--- config.mk ---
export PLATFORM = sky130hd
export DESIGN_NAME = fetch_stage
export DESIGN_NICKNAME = d
export VERILOG_FILES = /design/src/rtl/pd_pkg.sv /design/src/rtl/sync_fifo.sv /design/src/rtl/fetch_stage.sv
export SDC_FILE = /design/constraint.sdc
export NUM_CORES = 1
export LEC_CHECK = 0
export ABC_AREA = 1
export BUFFER_PORTS_ARGS = -buffer_cell sky130_fd_sc_hd__buf_2
export CORE_ASPECT_RATIO = 0.6
export CORE_MARGIN = 2
export CORE_UTILIZATION = 56
export CTS_CLUSTER_DIAMETER = 60
export DETAILED_ROUTE_END_ITERATION = 16
export PLACE_DENSITY = 0.89
export SLEW_MARGIN = 0
export SYNTH_ARGS = -nofsm -noshare
export SYNTH_HDL_FRONTEND = slang
export SYNTH_SLANG_ARGS = --single-unit
--- constraint.sdc ---
create_clock -name clk -period 8.3 [get_ports clk]
set_input_delay 0.83 -clock clk [delete_from_list [all_inputs] [get_ports clk]]
set_output_delay 0.83 -clock clk [all_outputs]
set_load 0.005 [all_outputs]
--- src/rtl/pd_pkg.sv ---
// pd_pkg: shared types and constants for the PD core front end.
// Fetch bundle, reset PC, canonical NOP and fetch FSM states.
package pd_pkg;

    localparam int PD_AWIDTH = 32;
    localparam int PD_DWIDTH = 32;

    localparam logic [31:0] PD_BASE_ADDR = 32'h0100_0000;
    localparam logic [31:0] PD_NOP       = 32'h0000_0013;

    typedef struct packed {
        logic [PD_AWIDTH-1:0] pc;
        logic [PD_DWIDTH-1:0] insn;
    } fetch_entry_t;

    typedef enum logic [1:0] {
        S_BOOT,
        S_RUN,
        S_REDIR
    } fetch_state_e;

endpackage

--- src/rtl/sync_fifo.sv ---
// sync_fifo: small circular buffer with flush, occupancy count and head.
// Flush wins over a same-cycle push, so nothing survives a redirect.
module sync_fifo #(
    parameter type T     = logic,
    parameter int  DEPTH = 2
) (
    input  logic                         clk,
    input  logic                         reset,
    input  logic                         push,
    input  T                             push_data,
    input  logic                         pop,
    input  logic                         flush,
    output logic [$clog2(DEPTH+1)-1:0]   count,
    output T                             head
);
    localparam int CW = $clog2(DEPTH + 1);
    localparam int PW = (DEPTH > 1) ? $clog2(DEPTH) : 1;

    T               mem [DEPTH];
    logic [PW-1:0]  rd_ptr;
    logic [PW-1:0]  wr_ptr;

    function automatic logic [PW-1:0] bump(input logic [PW-1:0] p);
        return (p == PW'(DEPTH - 1)) ? '0 : p + PW'(1);
    endfunction

    // storage, pointers and occupancy
    always_ff @(posedge clk or posedge reset) begin
        if (reset) begin
            rd_ptr <= '0;
            wr_ptr <= '0;
            count  <= '0;
            for (int i = 0; i < DEPTH; i++) begin
                mem[i] <= '0;
            end
        end else if (flush) begin
            rd_ptr <= '0;
            wr_ptr <= '0;
            count  <= '0;
        end else begin
            if (push) begin
                mem[wr_ptr] <= push_data;
                wr_ptr      <= bump(wr_ptr);
            end
            if (pop) begin
                rd_ptr <= bump(rd_ptr);
            end
            count <= count + CW'(push) - CW'(pop);
        end
    end

    assign head = mem[rd_ptr];

endmodule

--- src/rtl/fetch_stage.sv ---
// fetch_stage: owns the PC and issues reads to a 1-cycle imem.
// Responses land in a small buffer that feeds decode over valid/ready.
module fetch_stage
    import pd_pkg::*;
#(
    parameter int                AWIDTH    = PD_AWIDTH,
    parameter int                DWIDTH    = PD_DWIDTH,
    parameter logic [AWIDTH-1:0] BASE_ADDR = PD_BASE_ADDR,
    parameter int                DEPTH     = 2
) (
    input  logic              clk,
    input  logic              reset,
    output logic              imem_req_o,
    output logic [AWIDTH-1:0] imem_addr_o,
    input  logic [DWIDTH-1:0] imem_data_i,
    input  logic              redirect_i,
    input  logic [AWIDTH-1:0] redirect_pc_i,
    output logic              f_valid_o,
    input  logic              f_ready_i,
    output logic [AWIDTH-1:0] f_pc_o,
    output logic [DWIDTH-1:0] f_insn_o
);
    localparam int CW = $clog2(DEPTH + 1);

    fetch_state_e      state;
    fetch_state_e      state_nxt;
    logic [AWIDTH-1:0] pc_q;
    logic [AWIDTH-1:0] inflight_pc_q;
    logic              inflight_q;
    logic              pop;
    logic [CW-1:0]     count;
    logic [CW:0]       occupancy;
    logic              credit_ok;
    fetch_entry_t      push_entry;
    fetch_entry_t      head;

    // fetch state register
    always_ff @(posedge clk or posedge reset) begin
        if (reset) begin
            state <= S_BOOT;
        end else begin
            state <= state_nxt;
        end
    end

    // a redirect always parks the FSM for one cycle in S_REDIR
    always_comb begin
        state_nxt = state;
        unique case (state)
            S_BOOT:  state_nxt = redirect_i ? S_REDIR : S_RUN;
            S_RUN:   state_nxt = redirect_i ? S_REDIR : S_RUN;
            S_REDIR: state_nxt = redirect_i ? S_REDIR : S_RUN;
            default: state_nxt = S_BOOT;
        endcase
    end

    // credit check: buffered + in-flight, less what leaves this cycle
    always_comb begin
        occupancy = {1'b0, count}
                  + (CW + 1)'(inflight_q)
                  - (CW + 1)'(pop);
        credit_ok = occupancy < (CW + 1)'(DEPTH);
    end

    // request only while running, never in a redirect cycle
    always_comb begin
        imem_req_o = 1'b0;
        if (state == S_RUN && !redirect_i) begin
            imem_req_o = credit_ok;
        end
    end

    assign imem_addr_o = pc_q;

    // PC: redirect target is word-aligned, otherwise advance on issue
    always_ff @(posedge clk or posedge reset) begin
        if (reset) begin
            pc_q <= BASE_ADDR;
        end else if (redirect_i) begin
            pc_q <= redirect_pc_i & ~AWIDTH'(3);
        end else if (imem_req_o) begin
            pc_q <= pc_q + AWIDTH'(4);
        end
    end

    // in-flight tracking; a redirect clears it so the reply is dropped
    always_ff @(posedge clk or posedge reset) begin
        if (reset) begin
            inflight_q    <= 1'b0;
            inflight_pc_q <= '0;
        end else begin
            inflight_q <= imem_req_o;
            if (imem_req_o) begin
                inflight_pc_q <= pc_q;
            end
        end
    end

    assign push_entry.pc   = inflight_pc_q;
    assign push_entry.insn = imem_data_i;
    assign pop             = f_valid_o & f_ready_i;

    sync_fifo #(
        .T     (fetch_entry_t),
        .DEPTH (DEPTH)
    ) u_buf (
        .clk       (clk),
        .reset     (reset),
        .push      (inflight_q),
        .push_data (push_entry),
        .pop       (pop),
        .flush     (redirect_i),
        .count     (count),
        .head      (head)
    );

    assign f_valid_o = (count != '0);
    assign f_pc_o    = f_valid_o ? head.pc   : '0;
    assign f_insn_o  = f_valid_o ? head.insn : '0;

endmodule
==> results.md, run 1 <==
- Design area: around 11000 um2
- Deepest clock path buffer count: 2
- Setup CP Type: reg -> out
- DRT iter0 DRCs: 851
- IO Count: approximately 170
- Die Wd: about 170 um
- Row Count: 36
- HP Start: state[1]
- Synth cell types: 27
- Clk Latency, worst-skew pair: around 0.43 ns
- Nets: around 1400
- Mapped Avg Cell Area: between 7 and 8 um2
- Count of buffers from port buffering: roughly 160
- Final Critical Period: between 4 and 5 ns
- Worst path bufs/invs: 5
- CTS Root Cell: clkbuf_16
- Crit path cell chain: nor2_4 -> nor2_1 -> ha_1 -> inv_1 -> ha_1 -> inv_1 -> fa_1 -> nand2_1 -> nor2_2 -> nand2_2 -> buf_4 -> inv_1 -> buf_2
- FILL cells: 1378
- Final hold violation count: 0
- Worst r2r path cells: 15
- Largest net degree at the start of global routing: around 130
- Max Cap Violations: 0
- Clock-pin slew on the worst setup and hold paths: ~0.070 ns
- Crit. path cell count: 13
- CTS Buf Count: 17
- CP max stage delay: ~0.75 ns
- Gpl congestion: roughly 0.94
- Worst hold slack: 0.481 ns
- Number of global-route vias before repair: 7397
- Clk_skew: 0.0117 ns
- Overflow left after global routing: 0
- Layout cells sized above 1: 0.169
- Core area: around 16000 um2
- Antenna violations before repair: 1
- Hold WC Path Type: reg -> reg
- Slew headroom: 0.217
- Setup TNS: 0 ns
- H-tree levels: 4
- Final ANT Viol Nets: 0
- Count leader, synth: nand2_1
- Hold Buf Count CTS: 0
- Routed len/inst: ~15 um
- RR Endpoint: imem_addr_o[12]
- Postcts setup bufs: 0
- Final setup fails: 0
- Die H: just over 100 um
- Crit path max-delay cell type: buf_4
- Synth cell count leaders: nand2_1, dfrtp_1, o21ai_0
- Mapped Area: 9200 um2
- Pwr dens: approximately 300 nW/um2
- TritonRoute pass-1 iters: 5
- Highest net fanout along the worst path: 87
- Synth Instances: 1200
- Synthesis warning total: 0
- Layout Area Growth over Synthesis: 15.2%
- CTS tree: yes
- Vias: between 8000 and 9000
- Tcrit/Tclk final: 0.574
- First-pass GRT wire length: approximately 37 mm
- Critical path launch point type: register
- Die ar.: 17500 um2
- Core Util, Final: 0.657
- Multi-input gate area: about 3600 um2
- Ranking of synthesized cells by area: dfrtp_1, nand2_1, o21ai_0
- R2R setup slack: approximately 4.6 ns
- Status: finished, final reports clean
- Initial core utilization: 0.570
- Hold Path Depth: 1
- RR Startpoint: u_buf.count[1]
- Clock sinks: about 190
- Most used DFF post-synth: dfrtp_1
- Slew @ Worst Pin: roughly 1.2 ns
- Post_cts resized: 0
- Async SR Flop Fraction: 1.00
- Overall Global Routing Usage: 0.271
- Final wirelength: around 23 mm
- Register area share after synthesis: 0.520
- Area after DPL: ~10000 um2
- Maximum vdd drop: 259 uV
- Post-DP HPWL: ~15 mm
- FMAX: 210 MHz
- Worst Hold Endpoint: state[1]
- Cell taking the most area after synthesis: dfrtp_1
- Cell family with most CP delay: buffers and inverters
- Worst path arrival time: approximately 3.9 ns
- Fin. max-slew vios: 0
- Data required time of the critical path: approximately 7.5 ns
- Leakage power: 5.44 nW
- Crit-path most repeated cell: inv_1
- Sequential Area: 4780 um2
- Unrepaired setup endpoints after global routing: false
- Post-synth EDFFs: 0
- #FFs+latches synth: about 190
- CP endpoint kind: primary output
- Yosys top cell area share: 0.517
- # DRC: 0
- Via/cell ratio: approximately 5.3
==> per-layer routing <==
metal,vias to the layer above,track usage,wire (um)
met5,-,0,0
met2,370,0.410,10000
li1,4002,-,-
met3,24,0.0479,1980
met1,3832,0.405,10500
met4,0,0.0815,294
==> per-stage QoR <==
stage	setup WS (ns)	total power [mW]	cells
floorplan	2.27	2.06	1203
global placement	3.64	2.33	1510
CTS	3.54	3.20	1542
global route	3.21	3.43	1543
detailed placement	3.54	2.39	1510
finish	3.54	3.19	1543
==> layout by cell type, fill, tap and decap left out, drive strengths merged, types with 2 or more instances in the layout <==
cell type	netlist	final
dfrtp	190	190
clkbuf	32	18
nor2	73	73
nand4	2	2
clkinvlp	0	4
ha	3	3
nand2	420	420
clkinv	0	3
o21ai	155	155
buf	35	165
a21oi	78	78
conb	1	4
inv	136	142
o211ai	7	7
nand3	64	64
==> worst max path at each step <==
stage	startpoint	endpoint	slack, ns
3_5_place_dp	f_ready_i	imem_req_o	3.54
3_3_place_gp	f_ready_i	imem_req_o	3.64
2_1_floorplan	reset	imem_addr_o[10]	2.27
6_report	u_buf.count[1]	imem_req_o	3.54
4_1_cts	u_buf.count[1]	imem_req_o	3.54
5_1_grt	u_buf.count[1]	imem_req_o	3.21
==> sequential cells by signal, indices dropped and copies added, names as in the netlist <==
name / count
imem_addr_o: 30
inflight_pc_q: 30
inflight_q: 1
state: 2
u_buf.count: 2
u_buf.mem: 124
u_buf.rd_ptr: 1
u_buf.wr_ptr: 1
==> cells by family after synthesis <==
group	after synthesis	share of synthesized area
fa+ha+maj	4	0.00626
buf+inv	203	0.0916
simple gates	561	0.249
compound gates	240	0.133
flops	191	0.520
other cells	1	0.000408
==> worst register-to-register path: cells and delay by family, from the launching register on <==
| family | cells | cell delay (ns) |
|---|---|---|
| DFF | 1 | 0.48 |
| buffers and inverters | 4 | 0.93 |
| AOI/OAI and AO/OA | 1 | 0.37 |
| adders and majority gates | 3 | 0.84 |
| and+or+nand+nor | 7 | 1.06 |
==> final cells by class <==
class,instances,area share
flip-flops and latches,191,0.451
diodes,1,0.000236
clock inverters,14,0.0143
inverters,136,0.0489
well taps,209,0.0247
multi-input cells,809,0.341
repair buffers,165,0.0793
clock buffers,18,0.0405
==> power by group <==
| group | total [mW] | internal [mW] | switching, mW | leakage (nW) |
|---|---|---|---|---|
| Sequential | 1.50 | 1.27 | 0.226 | 2.45 |
| Clock | 0.807 | 0.425 | 0.382 | 0.271 |
| Combinational | 0.885 | 0.322 | 0.563 | 2.72 |
| Total | 3.19 | 2.02 | 1.17 | 5.44 |
Power figures use the tool's default switching activity.
==> run 2, diff against run 1 <==
ABC_AREA = 0   (was 1)
CORE_UTILIZATION = 50   (was 56)
PLACE_DENSITY = 0.85   (was 0.89)
clock period = 4.1 ns   (was 8.3 ns; I/O delays follow)
==> run 2 against run 1 <==
Effect of this change:
- non-clock buffer count up 8
- clock skew up 0.0056 ns
- synthesized area down 5.1%
==> results.md, run 2 <==
- Status: finished, final reports clean
- Routed len/inst: 17.7 um (+20%)
- Highest net fanout along the worst path: 14 (-84%)
- CTS Root Cell: clkbuf_16
- Overflow left after global routing: 0 (unchanged)
- Data required time of the critical path: 3.69 ns (-3.78 ns)
- Die Wd: 175 um (+3.0%)
- Maximum vdd drop: 301 uV (+17%)
- Overall Global Routing Usage: 0.232 (-0.0391)
- Yosys top cell area share: 0.545 (+0.0280)
- TritonRoute pass-1 iters: 5 (unchanged)
- Total power: 6.70 mW (+110%)
- Clk Latency, worst-skew pair: 0.42 ns (about the same)
- Cell taking the most area after synthesis: dfrtp_1
- FMAX: between 200 and 300 MHz
- Antenna violations before repair: 0 (-1)
- Clk_skew: 0.0173 ns (+0.00559 ns)
- Setup TNS: 0 ns (unchanged)
- #FFs+latches synth: 191 (unchanged)
- Setup CP Type: reg -> out
- Die H: 106 um (+3.0%)
- Synthesis warning total: 0 (unchanged)
- Via/cell ratio: 5.59 (+4.9%)
- Pre-CTS setup slack: 0.386 ns (-3.16 ns)
- Initial core utilization: 0.509 (-0.0609)
- Post-synth EDFFs: 0 (unchanged)
- Fin. max-slew vios: 0 (unchanged)
- Layout Area Growth over Synthesis: 19.0%
- Pwr dens: 645 nW/um2 (+110%)
- FILL cells: 1417 (+2.8%)
- Final setup fails: 0 (unchanged)
- ANT cells: 0 (-1)
- Register area share after synthesis: 0.548 (+0.0281)
- Slew @ Worst Pin: 1.00 ns (-0.170 ns)
- Clock-pin slew on the worst setup and hold paths: 0.07 ns (about the same)
- # DRC: 0 (unchanged)
- Largest net degree at the start of global routing: 128 (+1.6%)
- Gpl congestion: 0.858 (-9.0%)
- Vias: 6573 (-20%)
- H-tree levels: 4 (unchanged)
- Die ar.: 18600 um2 (+6.1%)
- Max reg flops: 124 (unchanged)
- Design area: 10400 um2 (-2.0%)
- Unrepaired setup endpoints after global routing: false
- Number of global-route vias before repair: 6473 (-12%)
- Multi-input gate area: 3730 um2 (+3.2%)
- Synth cell count leaders: dfrtp_1, mux2_2, nand2_1
- Most flop-heavy register: u_buf.mem
- Slew headroom: 0.331 (+0.114)
- Max Cap Violations: 0 (unchanged)
- Final Critical Period: 3.90 ns
- Worst path arrival time: 3.49 ns (-0.44 ns)
- Clock sinks: 191 (unchanged)
- Count leader, synth: dfrtp_1
- Final ANT Viol Nets: 0 (unchanged)
- Most used DFF post-synth: dfrtp_1
- Mapped Area: 8720 um2 (-5.1%)
- Most common cell after layout, fill and taps aside: dfrtp_1
- CTS Buf Count: 17 (unchanged)
- Row Count: 37 (+2.8%)
- Core Util, Final: 0.606 (-0.0511)
- Ranking of synthesized cells by area: dfrtp_1, mux2_2, mux2i_1
- Layout cells sized above 1: 0.360 (+0.191)
- CTS tree: yes
- Async SR Flop Fraction: 1.00 (unchanged)
- Core area: 17100 um2 (+6.2%)
- Synth Instances: 782 (-35%)
- Post-DP HPWL: 13.9 mm (-6.2%)
- Critical path launch point type: register
- Commonest cells after routing, fill and taps aside: dfrtp_1, buf_2, mux2_2
- First-pass GRT wire length: 34.1 mm (-8.2%)
- Leakage power: 5.06 nW (-6.8%)
- Tcrit/Tclk final: 0.952
- Final hold violation count: 0 (unchanged)
- Count of buffers from port buffering: 159 (unchanged)
- DRT iter0 DRCs: 572 (-33%)
- CP endpoint kind: primary output
- Mapped Avg Cell Area: 11.2 um2 (+46%)
- Hold Buf Count CTS: 0 (unchanged)
- Deepest clock path buffer count: 2 (unchanged)
- Sequential Area: 4780 um2 (about the same)
- Hold WC Path Type: in -> async
- Synth cell types: 42 (+56%)
- IO Count: 166 (unchanged)
- Area after DPL: 9780 um2 (-2.3%)
- Nets: 1000 (-28%)
- Final wirelength: 20.8 mm (-8.9%)
- Worst setup margin: 0.198 ns (-3.34 ns)
[run 2: cell count changes after synthesis, moves of 28 or more]
cell,change
nand2_1,-300
o21ai_0,-130
mux2_2,+124
inv_1,-123
a21oi_1,-70
mux2i_1,+64
nand3_1,-34
nor2_1,+28
[run 2: kinds of logic after synthesis]
logic type	share of synthesized area
xor gates and xnor gates	0.00502
AOI/OAI and AO/OA	0.0468
other	0.000430
adders and majority gates	0.00660
muxes	0.234
and+or+nand+nor	0.131
DFF	0.548
buffers and inverters	0.0291
[run 2: final timing paths]
check | end | slack (ns) | cells past startpoint | start
worst min register to register | state[0] | 0.50 | 1 | state[1]
min in group clk | imem_addr_o[2] | 0.20 | 3 | redirect_pc_i[2]
worst min-delay path | u_buf.mem[22] | 0.05 | 2 | reset
max in group asynchronous | u_buf.rd_ptr | 2.93 | 3 | reset
worst max-delay path | imem_req_o | 0.20 | 13 | u_buf.count[1]
worst max register to register | imem_addr_o[18] | 0.41 | 14 | u_buf.count[1]
[run 2: metal layers]
layer | vias up | global-route usage | wire length, um
li1 | 3003 | - | -
met1 | 3273 | 0.344 | 9760
met2 | 282 | 0.351 | 9180
met3 | 15 | 0.0511 | 1690
met4 | 0 | 0.0500 | 152
met5 | - | 0 | 0
[run 2: where the power goes]
part | total [mW] | internal (mW) | switching [mW]
combinational | 1.91 | 0.988 | 0.920
clock | 1.68 | 0.936 | 0.745
sequential | 3.11 | 2.54 | 0.571
total | 6.70 | 4.46 | 2.24
[run 2: cell type report]
cell class	instances	share of cell area
tap	234	0.0282
multi-input combinational	532	0.359
clock buffer	20	0.0430
inverter	13	0.00518
timing repair buffer	173	0.0892
clock inverter	12	0.0146
sequential	191	0.461
[run 2: worst max-delay path: stages, from the launching register on]
cell      delay (ns)
dfrtp_1         0.45
nor2_4          0.11
inv_1           0.05
and2_1          0.17
ha_1            0.27
inv_1           0.05
ha_1            0.13
inv_1           0.05
fa_1            0.53
nand2_1         0.06
or4_2           0.69
clkinv_2        0.20
buf_4           0.21
buf_2           0.12
[run 2: through the flow]
stage / hold slack, ns / instances
after CTS: 0.0545 / 1175
after floorplan: 0.437 / 785
after detailed placement: 0.471 / 1143
after global routing: 0.0713 / 1175
after global placement: 0.453 / 1143
final: 0.0521 / 1175
[run 2: repair_timing]
item / in CTS / in global routing
setup buffers: 0 / 0
gates resized for setup: 0 / 1
endpoints found under the hold margin: 0 / 0
endpoints found under the setup margin: 0 / 1
==> run 3, diff against run 2 <==
CORE_UTILIZATION = 51   (was 50)
SYNTH_HIERARCHICAL = 1   (was unset)
==> run 3 against run 2 <==
Effect of this change:
- synthesized area increased by 12%
- synthesized cell count shrank 0.13%
- global-route usage is 0.88 points lower
- non-clock buffer count rose by 3
- clock power decreased by 4%
- flip-flop and latch count up 4
- count of clock-buffer cells in the layout is 3 lower
- maximum frequency is 13% higher
- final area increased by 7.4%
- via count shrank 1.6%
- clock skew shrank 0.0086 ns
- largest cell class unchanged
- critical endpoint unchanged
- hold slack better by 0.098 ns
==> results.md, run 3 <==
- Status: finished, final reports clean
- Synth Area in XOR/XNOR: 0.00591 (+0.000889)
- Mapped Avg Cell Area: 12.5 um2 (+12%)
- Cell taking the most area after synthesis: dfrtp_1
- Mux cell area share after synthesis: 0.256 (+0.0226)
- Antenna violations before repair: 1 (+1)
- Maximum vdd drop: 300 uV (-0.39%)
- Synth Area in Simple Gates: 0.136 (+0.00551)
- Count of buffers from port buffering: 161 (+1.3%)
- Leakage power: 5.69 nW (+12%)
- Most flop-heavy register: u_buf/mem
- Most used DFF post-synth: dfrtp_1
- CTS Root Cell: clkbuf_16
- Post-DP HPWL: 14.5 mm (+3.9%)
- Pwr dens: 619 nW/um2 (-4.1%)
- Hold WC Path Type: in -> async
- Clk_skew: 0.00871 ns (-0.00855 ns)
- CTS tree: yes
- Nets: 1006 (+0.60%)
- M3 GR Usage: 0.0539 (+0.00273)
- Clock-pin slew on the worst setup and hold paths: 0.08 ns (about the same)
- Clk Latency, worst-skew pair: 0.43 ns (about the same)
- Die H: 111 um (+4.5%)
- Synthesis warning total: 6 (+6)
- GR Util met1: 0.321 (-0.0228)
- Final Critical Period: 3.46 ns (-0.444 ns)
- First-pass GRT wire length: 35.6 mm (+4.4%)
- Overall Global Routing Usage: 0.223 (-0.00876)
- Hold Buf Count CTS: 0 (unchanged)
- Highest net fanout along the worst path: 24 (+10)
- ANT cells: 0 (unchanged)
- Critical path launch point type: register
- Synth cell types: 58 (+38%)
- Vias: 6465 (-1.6%)
- Core area: 18900 um2 (+10%)
- Ranking of synthesized cells by area: dfrtp_1, mux2_2, mux2_4
- Grt peak-use layer: met2
- Routed len/inst: 17.9 um (+0.89%)
- # DRC: 0 (unchanged)
- Mapped Area: 9740 um2 (+12%)
- Data required time of the critical path: 3.69 ns (about the same)
- Setup TNS: 0 ns (unchanged)
- Count leader, synth: dfrtp_1
- Largest family of logic cells by synthesized area: multiplexers
- H-tree levels: 4 (unchanged)
- Synth Instances: 781 (-0.13%)
- Postcts setup bufs: 0 (unchanged)
- Max reg flops: 128 (+3.2%)
- Yosys top cell area share: 0.498 (-0.0466)
- Layout Area Growth over Synthesis: 14.5%
- Tcrit/Tclk final: 0.843 (-0.108)
- Final setup fails: 0 (unchanged)
- Die Wd: 182 um (+4.5%)
- Row Count: 39 (+5.4%)
- Adder-cell share of the synthesized area: 0.00719 (+0.000596)
- Via/cell ratio: 5.42 (-3.0%)
- Worst path arrival time: 3.05 ns (-0.44 ns)
- Synth cell count leaders: dfrtp_1, mux2_2, nand2_1
- Final wirelength: 21.3 mm (+2.4%)
- GR Util met2: 0.344 (-0.00771)
- Post_cts resized: 0 (unchanged)
- Layout cells sized above 1: 0.441 (+0.0805)
- Register area share after synthesis: 0.501 (-0.0470)
- FMAX: 289 MHz (+13%)
- Most common cell after layout, fill and taps aside: dfrtp_1
- Gpl congestion: 0.822 (-4.3%)
- Largest net degree at the start of global routing: 88 (-31%)
- FILL cells: 1499 (+5.8%)
- DRT iter0 DRCs: 379 (-34%)
- Complex-gate fraction of the synthesized area: 0.0464 (-0.000387)
- Worst hold slack: 0.150 ns (+0.0977 ns)
- Fin. max-slew vios: 0 (unchanged)
- Async SR Flop Fraction: 1.00 (unchanged)
- Unrepaired setup endpoints after global routing: false
- CTS Buf Count: 17 (unchanged)
- IO Count: 166 (unchanged)
- Post-synth EDFFs: 0 (unchanged)
- CP endpoint kind: primary output
- Overflow left after global routing: 0 (unchanged)
- Initial core utilization: 0.516 (+0.00653)
- Setup CP Type: reg -> out
- Clock sinks: 195 (+2.1%)
- Die ar.: 20300 um2 (+9.2%)
- Commonest cells after routing, fill and taps aside: dfrtp_1, buf_2, mux2_2
- Deepest clock path buffer count: 2 (unchanged)
- Final hold violation count: 0 (unchanged)
- Slew headroom: 0.442 (+0.111)
- Number of global-route vias before repair: 6725 (+3.9%)
- Final ANT Viol Nets: 0 (unchanged)
- Slew @ Worst Pin: 0.836 ns (-0.167 ns)
- Max Cap Violations: 0 (unchanged)
- #FFs+latches synth: 195 (+2.1%)
- TritonRoute pass-1 iters: 5 (unchanged)
[run 3: cell types whose count changed after synthesis, moves of 6 or more]
cell,delta
and2_1,+62
buf_12,+12
buf_2,+10
clkbuf_1,-21
mux2_4,+70
mux2i_1,-57
nand3_1,-18
nor2_1,-72
o21ai_0,-6
[run 3: stage by stage]
step | std cells | area (um2) | power [mW] | worst slack, ns | utilization
after detailed placement | 1160 | 10600 | 5.32 | 0.717 | 0.560
final | 1192 | 11200 | 6.90 | 0.642 | 0.591
after floorplan | 786 | 9760 | 4.61 | 0.164 | -
after global routing | 1192 | 11200 | 7.36 | 0.484 | 0.591
after global placement | 1160 | 10600 | 5.19 | 0.819 | 0.560
after CTS | 1192 | 11200 | 6.97 | 0.618 | 0.591
[run 3: area by class of cell]
class / instances / area, um2 / share of cell area
well taps: 246 / 308 / 0.0276
inverters: 11 / 46.3 / 0.00415
repair buffers: 176 / 918 / 0.0824
flip-flops and latches: 195 / 4880 / 0.438
clock buffers: 17 / 425 / 0.0381
clock inverters: 15 / 144 / 0.0129
multi-input cells: 532 / 4430 / 0.397
[run 3: logic make-up after synthesis]
logic type,Yosys count
fa+ha+maj,5
flops,195
compound gates,66
other cells,1
xor+xnor,5
simple gates,251
mux,199
buf+inv,59
[run 3: critical path, cell delays in order, from the launching register on]
cell and delay (ns):
dfrtp_1 0.43, or2_2 0.30, and2_1 0.20, ha_1 0.29, nand2b_1 0.16, fa_1 0.39, xnor2_1 0.16, nand4_1 0.14
inv_2 0.34, buf_2 0.21
[run 3: worst paths after layout]
path	end	slack (ns)	cells after the start	startpoint
setup / recovery	imem_req_o	0.64	9	u_buf/count[1]
hold / removal	u_buf/mem[42]	0.15	2	reset
setup reg to reg	imem_addr_o[19]	0.69	12	u_buf/count[1]
hold reg to reg	state[0]	0.49	1	state[1]
max in group asynchronous	imem_addr_o[24]	3.01	3	reset
min in group clk	imem_addr_o[19]	0.19	3	redirect_pc_i[19]
[run 3: routing by layer]
layer / vias up / part of all wire
met5: - / 0.00033
met4: 2 / 0.013
met3: 21 / 0.054
met2: 194 / 0.45
met1: 3231 / 0.48
li1: 3017 / -
[run 3: power breakdown]
part           switching (mW)  total [mW]  internal (mW)
logic                   0.870        2.15           1.28
registers               0.528        3.14           2.61
clock network           0.806        1.61          0.808
total                    2.20        6.90           4.70
